`config.mk`:
```
export PLATFORM = sky130hd
export DESIGN_NAME = mem_arbiter_flat
export DESIGN_NICKNAME = d
export VERILOG_FILES = /design/src/rtl/mem_arbiter_if.sv /design/src/rtl/mem_arbiter.sv /design/src/flat_wrapper.sv
export SDC_FILE = /design/constraint.sdc
export NUM_CORES = 1
export LEC_CHECK = 0
export ABC_AREA = 1
export CORE_MARGIN = 2
export CORE_UTILIZATION = 36
export CTS_CLUSTER_SIZE = 8
export DETAILED_ROUTE_END_ITERATION = 16
export PLACE_DENSITY = 0.84
export SYNTH_ARGS = -nofsm -noshare
export SYNTH_HDL_FRONTEND = slang
export SYNTH_SLANG_ARGS = --single-unit
export TNS_END_PERCENT = 10
```
`constraint.sdc`:
```
create_clock -name clk -period 1.4 [get_ports clk]
set_input_delay 0.28 -clock clk [delete_from_list [all_inputs] [get_ports clk]]
set_output_delay 0.28 -clock clk [all_outputs]
set_load 0.01 [all_outputs]
```
`src/rtl/mem_arbiter_if.sv`:
```
// Bus bundle shared by the core port (m0), the debug/loader port (m1),
// the arbiter and the unified memory.
interface mem_arbiter_if #(
  parameter int N = 32
);
  logic         m0_req;
  logic         m0_we;
  logic [N-1:0] m0_adr;
  logic [N-1:0] m0_wd;
  logic [N-1:0] m0_rd;
  logic         m0_ready;

  logic         m1_req;
  logic         m1_we;
  logic [N-1:0] m1_adr;
  logic [N-1:0] m1_wd;
  logic [N-1:0] m1_rd;
  logic         m1_ready;

  logic [N-1:0] mem_adr;
  logic [N-1:0] mem_wd;
  logic         mem_we;
  logic [N-1:0] mem_rd;

  // Arbiter view: serves both requesters and drives the memory.
  modport slave (
    input  m0_req, m0_we, m0_adr, m0_wd,
    output m0_rd, m0_ready,
    input  m1_req, m1_we, m1_adr, m1_wd,
    output m1_rd, m1_ready,
    output mem_adr, mem_wd, mem_we,
    input  mem_rd
  );

  // Environment view: the requesters plus the memory that answers reads.
  modport master (
    output m0_req, m0_we, m0_adr, m0_wd,
    input  m0_rd, m0_ready,
    output m1_req, m1_we, m1_adr, m1_wd,
    input  m1_rd, m1_ready,
    input  mem_adr, mem_wd, mem_we,
    output mem_rd
  );
endinterface

```
`src/rtl/mem_arbiter.sv`:
```
// Round-robin arbiter giving the MIPS core (m0) and the debug/loader port (m1)
// one-at-a-time access to the single unified instruction/data memory.
module mem_arbiter #(
  parameter int N      = 32,
  parameter int RD_LAT = 1
) (
  input  logic          clk,
  input  logic          reset,
  mem_arbiter_if.slave  bus,
  output logic [1:0]    grant,
  output logic [1:0]    state
);

  typedef enum logic [1:0] {
    IDLE   = 2'b00,
    ACCESS = 2'b01,
    WAIT   = 2'b10,
    RESP   = 2'b11
  } state_t;

  localparam int CW = (RD_LAT < 2) ? 1 : $clog2(RD_LAT + 1);

  state_t        cur, nxt;
  logic [CW-1:0] cnt;
  logic          owner;      // 0 = m0, 1 = m1
  logic          last;       // most recently completed owner
  logic          we_q;
  logic [N-1:0]  adr_q, wd_q;
  logic [N-1:0]  rd0_q, rd1_q;
  logic          any_req, pick;

  // NOTE: every signal written here gets a default first, so no path leaves
  // it unassigned and no latch is inferred.
  always_comb begin
    any_req = bus.m0_req | bus.m1_req;
    pick    = bus.m1_req;
    if (bus.m0_req && bus.m1_req) pick = ~last;
    nxt = cur;
    case (cur)
      IDLE:    if (any_req) nxt = ACCESS;
      ACCESS:  nxt = we_q ? RESP : WAIT;
      WAIT:    if (cnt == CW'(1)) nxt = RESP;
      RESP:    nxt = IDLE;
      default: nxt = IDLE;
    endcase
  end

  // NOTE: state is updated with non-blocking assignments so every register
  // sees the pre-edge values of the others, exactly as the hardware does.
  always_ff @(posedge clk) begin
    if (!reset) begin
      cur   <= IDLE;
      cnt   <= '0;
      owner <= 1'b0;
      last  <= 1'b1;   // m0 wins the first tie
      we_q  <= 1'b0;
      adr_q <= '0;
      wd_q  <= '0;
      rd0_q <= '0;
      rd1_q <= '0;
    end else begin
      cur <= nxt;
      case (cur)
        IDLE: begin
          if (any_req) begin
            owner <= pick;
            we_q  <= pick ? bus.m1_we  : bus.m0_we;
            adr_q <= pick ? bus.m1_adr : bus.m0_adr;
            wd_q  <= pick ? bus.m1_wd  : bus.m0_wd;
          end
        end
        ACCESS: cnt <= CW'(RD_LAT);
        WAIT: begin
          cnt <= cnt - CW'(1);
          // The last WAIT cycle is exactly RD_LAT cycles after the address cycle.
          if (cnt == CW'(1)) begin
            if (owner) rd1_q <= bus.mem_rd;
            else       rd0_q <= bus.mem_rd;
          end
        end
        RESP:    last <= owner;
        default: ;
      endcase
    end
  end

  assign bus.mem_adr  = adr_q;
  assign bus.mem_wd   = wd_q;
  assign bus.mem_we   = (cur == ACCESS) & we_q;
  assign bus.m0_rd    = rd0_q;
  assign bus.m1_rd    = rd1_q;
  assign bus.m0_ready = (cur == RESP) & ~owner;
  assign bus.m1_ready = (cur == RESP) &  owner;
  assign grant        = (cur == IDLE) ? 2'b00 : (owner ? 2'b10 : 2'b01);
  assign state        = cur;

endmodule

```
`src/flat_wrapper.sv`:
```
// flat-port wrapper written by rule: the top's interface ports become plain ports
module mem_arbiter_flat 
#(
  parameter int N      = 32,
  parameter int RD_LAT = 1
)
  (clk, reset, grant, state, bus_m0_req, bus_m0_we, bus_m0_adr, bus_m0_wd, bus_m0_rd, bus_m0_ready, bus_m1_req, bus_m1_we, bus_m1_adr, bus_m1_wd, bus_m1_rd, bus_m1_ready, bus_mem_adr, bus_mem_wd, bus_mem_we, bus_mem_rd);
  mem_arbiter_if #(.N(N)) bus_i ();
  input  logic clk;
  input  logic reset;
  output logic [1:0] grant;
  output logic [1:0] state;
  input wire logic [$bits(bus_i.m0_req)-1:0] bus_m0_req;
  input wire logic [$bits(bus_i.m0_we)-1:0] bus_m0_we;
  input wire logic [$bits(bus_i.m0_adr)-1:0] bus_m0_adr;
  input wire logic [$bits(bus_i.m0_wd)-1:0] bus_m0_wd;
  output wire logic [$bits(bus_i.m0_rd)-1:0] bus_m0_rd;
  output wire logic [$bits(bus_i.m0_ready)-1:0] bus_m0_ready;
  input wire logic [$bits(bus_i.m1_req)-1:0] bus_m1_req;
  input wire logic [$bits(bus_i.m1_we)-1:0] bus_m1_we;
  input wire logic [$bits(bus_i.m1_adr)-1:0] bus_m1_adr;
  input wire logic [$bits(bus_i.m1_wd)-1:0] bus_m1_wd;
  output wire logic [$bits(bus_i.m1_rd)-1:0] bus_m1_rd;
  output wire logic [$bits(bus_i.m1_ready)-1:0] bus_m1_ready;
  output wire logic [$bits(bus_i.mem_adr)-1:0] bus_mem_adr;
  output wire logic [$bits(bus_i.mem_wd)-1:0] bus_mem_wd;
  output wire logic [$bits(bus_i.mem_we)-1:0] bus_mem_we;
  input wire logic [$bits(bus_i.mem_rd)-1:0] bus_mem_rd;
  assign bus_i.m0_req = bus_m0_req;
  assign bus_i.m0_we = bus_m0_we;
  assign bus_i.m0_adr = bus_m0_adr;
  assign bus_i.m0_wd = bus_m0_wd;
  assign bus_m0_rd = bus_i.m0_rd;
  assign bus_m0_ready = bus_i.m0_ready;
  assign bus_i.m1_req = bus_m1_req;
  assign bus_i.m1_we = bus_m1_we;
  assign bus_i.m1_adr = bus_m1_adr;
  assign bus_i.m1_wd = bus_m1_wd;
  assign bus_m1_rd = bus_i.m1_rd;
  assign bus_m1_ready = bus_i.m1_ready;
  assign bus_mem_adr = bus_i.mem_adr;
  assign bus_mem_wd = bus_i.mem_wd;
  assign bus_mem_we = bus_i.mem_we;
  assign bus_i.mem_rd = bus_mem_rd;
  mem_arbiter #(.N(N), .RD_LAT(RD_LAT)) u_core (.clk(clk), .reset(reset), .bus(bus_i), .grant(grant), .state(state));
endmodule
```
==> summary.txt <==
GRT
  • Gr usage total: approximately 23%
  • Global-route wire length before repair: roughly 32 mm
  • Largest net degree at the start of global routing: 66
  • Total grt overflow: 0
  • Number of global-route vias before repair: 6390
  • Initial antenna violation count: 0

Pwr
  • P_leak: 4.80 nW
  • Logic gate share of total power: 40.8%
  • Cell Pwr Density: 1680 nW/µm²
  • Clock share of power: 27.9%
  • Share of total power in sequential cells: between 30% and 40%
  • Max VDD drop: roughly 1.2 mV
  • Switching part of the total: 35.6%
  • Net Switching: around 6.0 mW
  • Internal power: 10.8 mW

STA
  • Final Critical Period: 1.56 ns
  • Worst-Margin Slew: between 0.4 and 0.5 ns
  • Worst Setup Slack, final: -0.160 ns
  • WHS: 0.118 ns
  • Max-Slew Margin vs Limit: between 70% and 80%
  • Fmax: ~0.64 GHz
  • Final setup vio count: 17
  • RSZ-0062 raised after global routing: true
  • Hold Fails Final Rpt: 0
  • Final Cycle Share: 111%
  • Clock Skew: 0.00799 ns
  • Slew Limit Fails: 0

Clock network
  • Max H-tree Level: 4
  • CTS tree: yes
  • Reg clk slew, reported paths: roughly 0.06 ns
  • Clock buffer count from CTS: 17
  • Num Clock Sinks: 134
  • Root buf cell: clkbuf_16
  • Clock Latency Late Sink: 0.41 ns
  • Clock Tree Buf Depth: 2

Critical path
  • Worst Path Buf+Inv: 2
  • Startpoint Class: flop
  • Max stage delay on crit path: 0.39 ns
  • R2r startpoint: u_core.state[0]
  • Critical path class: flop to output port
  • Worst-path fanout max: 4
  • CP startpoint: u_core.state[1]
  • Crit-path cells: inv_4 -> ha_4 -> nor2_1 -> buf_2
  • Required @ worst endpoint: 1.12 ns
  • Crit-path slowest cell: dfxtp_4
  • Worst setup EP type: output port
  • CP top delay family: flip-flops
  • Crit path DAT: between 1 and 1.5 ns

Logic synthesis
  • Mapped Cells: 825
  • Post-synth cell types: 20
  • Average size of a mapped cell: 7.18 µm²
  • FF+latch count, synth: 134
  • Syn nets: 996
  • Post-synthesis instance area: 5930 µm²
  • Synth area leaders: dfxtp_1 45%, nand2_1 15%, a21oi_1 5.6%, o21ai_0 5.3%, a21oi_2 5.2%
  • Top-area cell type share of the netlist area: between 40% and 50%
  • Seq/Total Area, Yosys: 45.3%
  • Area leader, netlist: dfxtp_1
  • Yosys warns: 0

Routing
  • Vias: 6488
  • Post-route ant nets: 0
  • Routed len/inst: about 15 µm
  • DR vias/cell: 4.79
  • DRC viols: 0
  • Drt first pass iters: 5
  • Total wire length: around 20 mm
  • DRT iter0 DRCs: around 340

Placed design
  • DP Wirelength: 14.1 mm
  • Pre-CTS WS: -0.285 ns
  • Port Buffers: 300
  • DP Area: 9280 µm²
  • Final RePlAce weighted congestion: 0.837

Floorplanning
  • Die area: 17500 µm²
  • Core region area: 16000 µm²
  • Boundary Pins: approximately 300
  • Die Y-Extent: 132 µm
  • Die width: approximately 130 µm
  • Starting Density: 37.0%
  • Cell row count: 46

Layout
  • FF/Latch Area: 2690 µm²
  • Fin nets: 1297
  • Finished layout cell area: 9940 µm²
  • Multi-input logic area: 2700 µm²
  • Area Overhead vs Synth: 67.8%
  • # diodes: 0
  • Layout fillers: 1427
  • Final core occ: 62.1%
  • Share of cells above drive strength 1: 14.2%

Run status
  • Status: finished, violations left
  • Failing checks: negative setup slack

Job
  • Max-Cap Viols: 0

Worst hold path
  • HP Class: primary input to flop
  • Hold Startpoint: reset
==> area by class of cell <==
class                           count  area share, %
Clock inverter                     15           1.94
Inverter                           79           3.06
Sequential cell                   134           27.1
Tap cell                          216           2.72
Clock buffer                       17           4.28
Multi-Input combinational cell    554           27.2
Timing Repair Buffer              340           33.8
==> worst paths after layout <==
check                                      endpoint  slack, ns  depth (start not counted)
worst max register to register  u_core.bus.m0_rd[7]      -0.02                          9
worst max-delay path                       grant[0]      -0.16                          4
worst min register to register  u_core.bus.m1_rd[5]       0.46                          2
worst min-delay path                    u_core.last       0.12                          2
==> state kept, by name, summed over array words and instances (netlist names) <==
signal,cells
u_core.bus.m0_rd,32
u_core.bus.m1_rd,32
u_core.bus.mem_adr,32
u_core.bus.mem_wd,32
u_core.state,2
u_core.cnt,1
u_core.last,1
u_core.owner,1
u_core.we_q,1
==> metrics by stage <==
stage / setup TNS, ns / std cells / power, mW
detailed placement: -24.43 / 1319 / 12.3
global route: -8.03 / 1355 / 17.8
CTS: -1.11 / 1354 / 16.7
floorplan: -0.374 / 825 / 8.99
global placement: -19.50 / 1319 / 12.1
finish: -0.882 / 1355 / 16.7
==> per-layer routing <==
metal | global-route usage (%) | up-vias | part of all wire (%)
met4 | 9.08 | 0 | 2.8
met2 | 40.0 | 297 | 50
li1 | - | 3215 | -
met5 | 0 | - | 0
met3 | 8.30 | 39 | 9.9
met1 | 24.5 | 2937 | 38
==> cell usage after synthesis <==
library cell / count
a21oi_1: 66
o21ai_0: 63
clkbuf_1: 21
buf_6: 10
nand3_1: 35
inv_2: 3
buf_8: 4
nor2_4: 2
buf_2: 19
dfxtp_1: 134
ha_1: 5
inv_1: 62
a21oi_2: 35
o21ai_1: 37
clkinv_1: 14
buf_4: 4
nand2_1: 239
nor2_1: 70
nor2_2: 1
nand2_2: 1
==> cell usage in the layout, fill, tap and decap left out, types with 4 or more instances in the layout <==
cell,netlist,routed
a21oi_1,66,56
a21oi_2,35,45
buf_12,0,16
buf_2,19,5
buf_4,4,16
buf_6,10,10
clkbuf_16,0,17
clkdlybuf4s50_1,0,164
clkinv_1,14,13
clkinv_4,0,4
dfxtp_1,134,131
dlygate4sd2_1,0,125
ha_4,0,4
inv_1,62,51
inv_2,3,12
inv_6,0,5
nand2_1,239,234
nand2_2,1,5
nand3_1,35,35
nor2_1,70,64
nor2_2,1,5
nor2_4,2,4
o21ai_0,63,48
o21ai_1,37,52
==> what timing repair did <==
action                     in CTS  in global routing
hold buffers                    0                  0
setup endpoints to repair     263                138
pin swaps                       5                  3
buffers inserted                3                  1
resized for setup             185                 52
==> cells by family (layout without fill, tap and decap cells) <==
| kind of cell | Yosys count | after routing | synth area share (%) |
|---|---|---|---|
| buffers and inverters | 137 | 451 | 11.4 |
| AO/OA/AOI/OAI | 201 | 201 | 19.2 |
| adder cells (fa/ha/maj) | 5 | 5 | 1.06 |
| AND/OR/NAND/NOR | 348 | 348 | 23.1 |
| flip-flops | 134 | 134 | 45.3 |
==> power groups by stage <==
| stage | Sequential, mW | Combinational, mW | Clock (mW) |
|---|---|---|---|
| floorplan | 5.65 | 3.34 | 0 |
| finish | 5.24 | 6.83 | 4.67 |
| global placement | 5.26 | 6.85 | 0 |
| CTS | 5.22 | 6.66 | 4.77 |
| detailed placement | 5.28 | 6.98 | 0 |
| global route | 5.34 | 7.49 | 4.97 |
(Power assumes the default switching activity.)
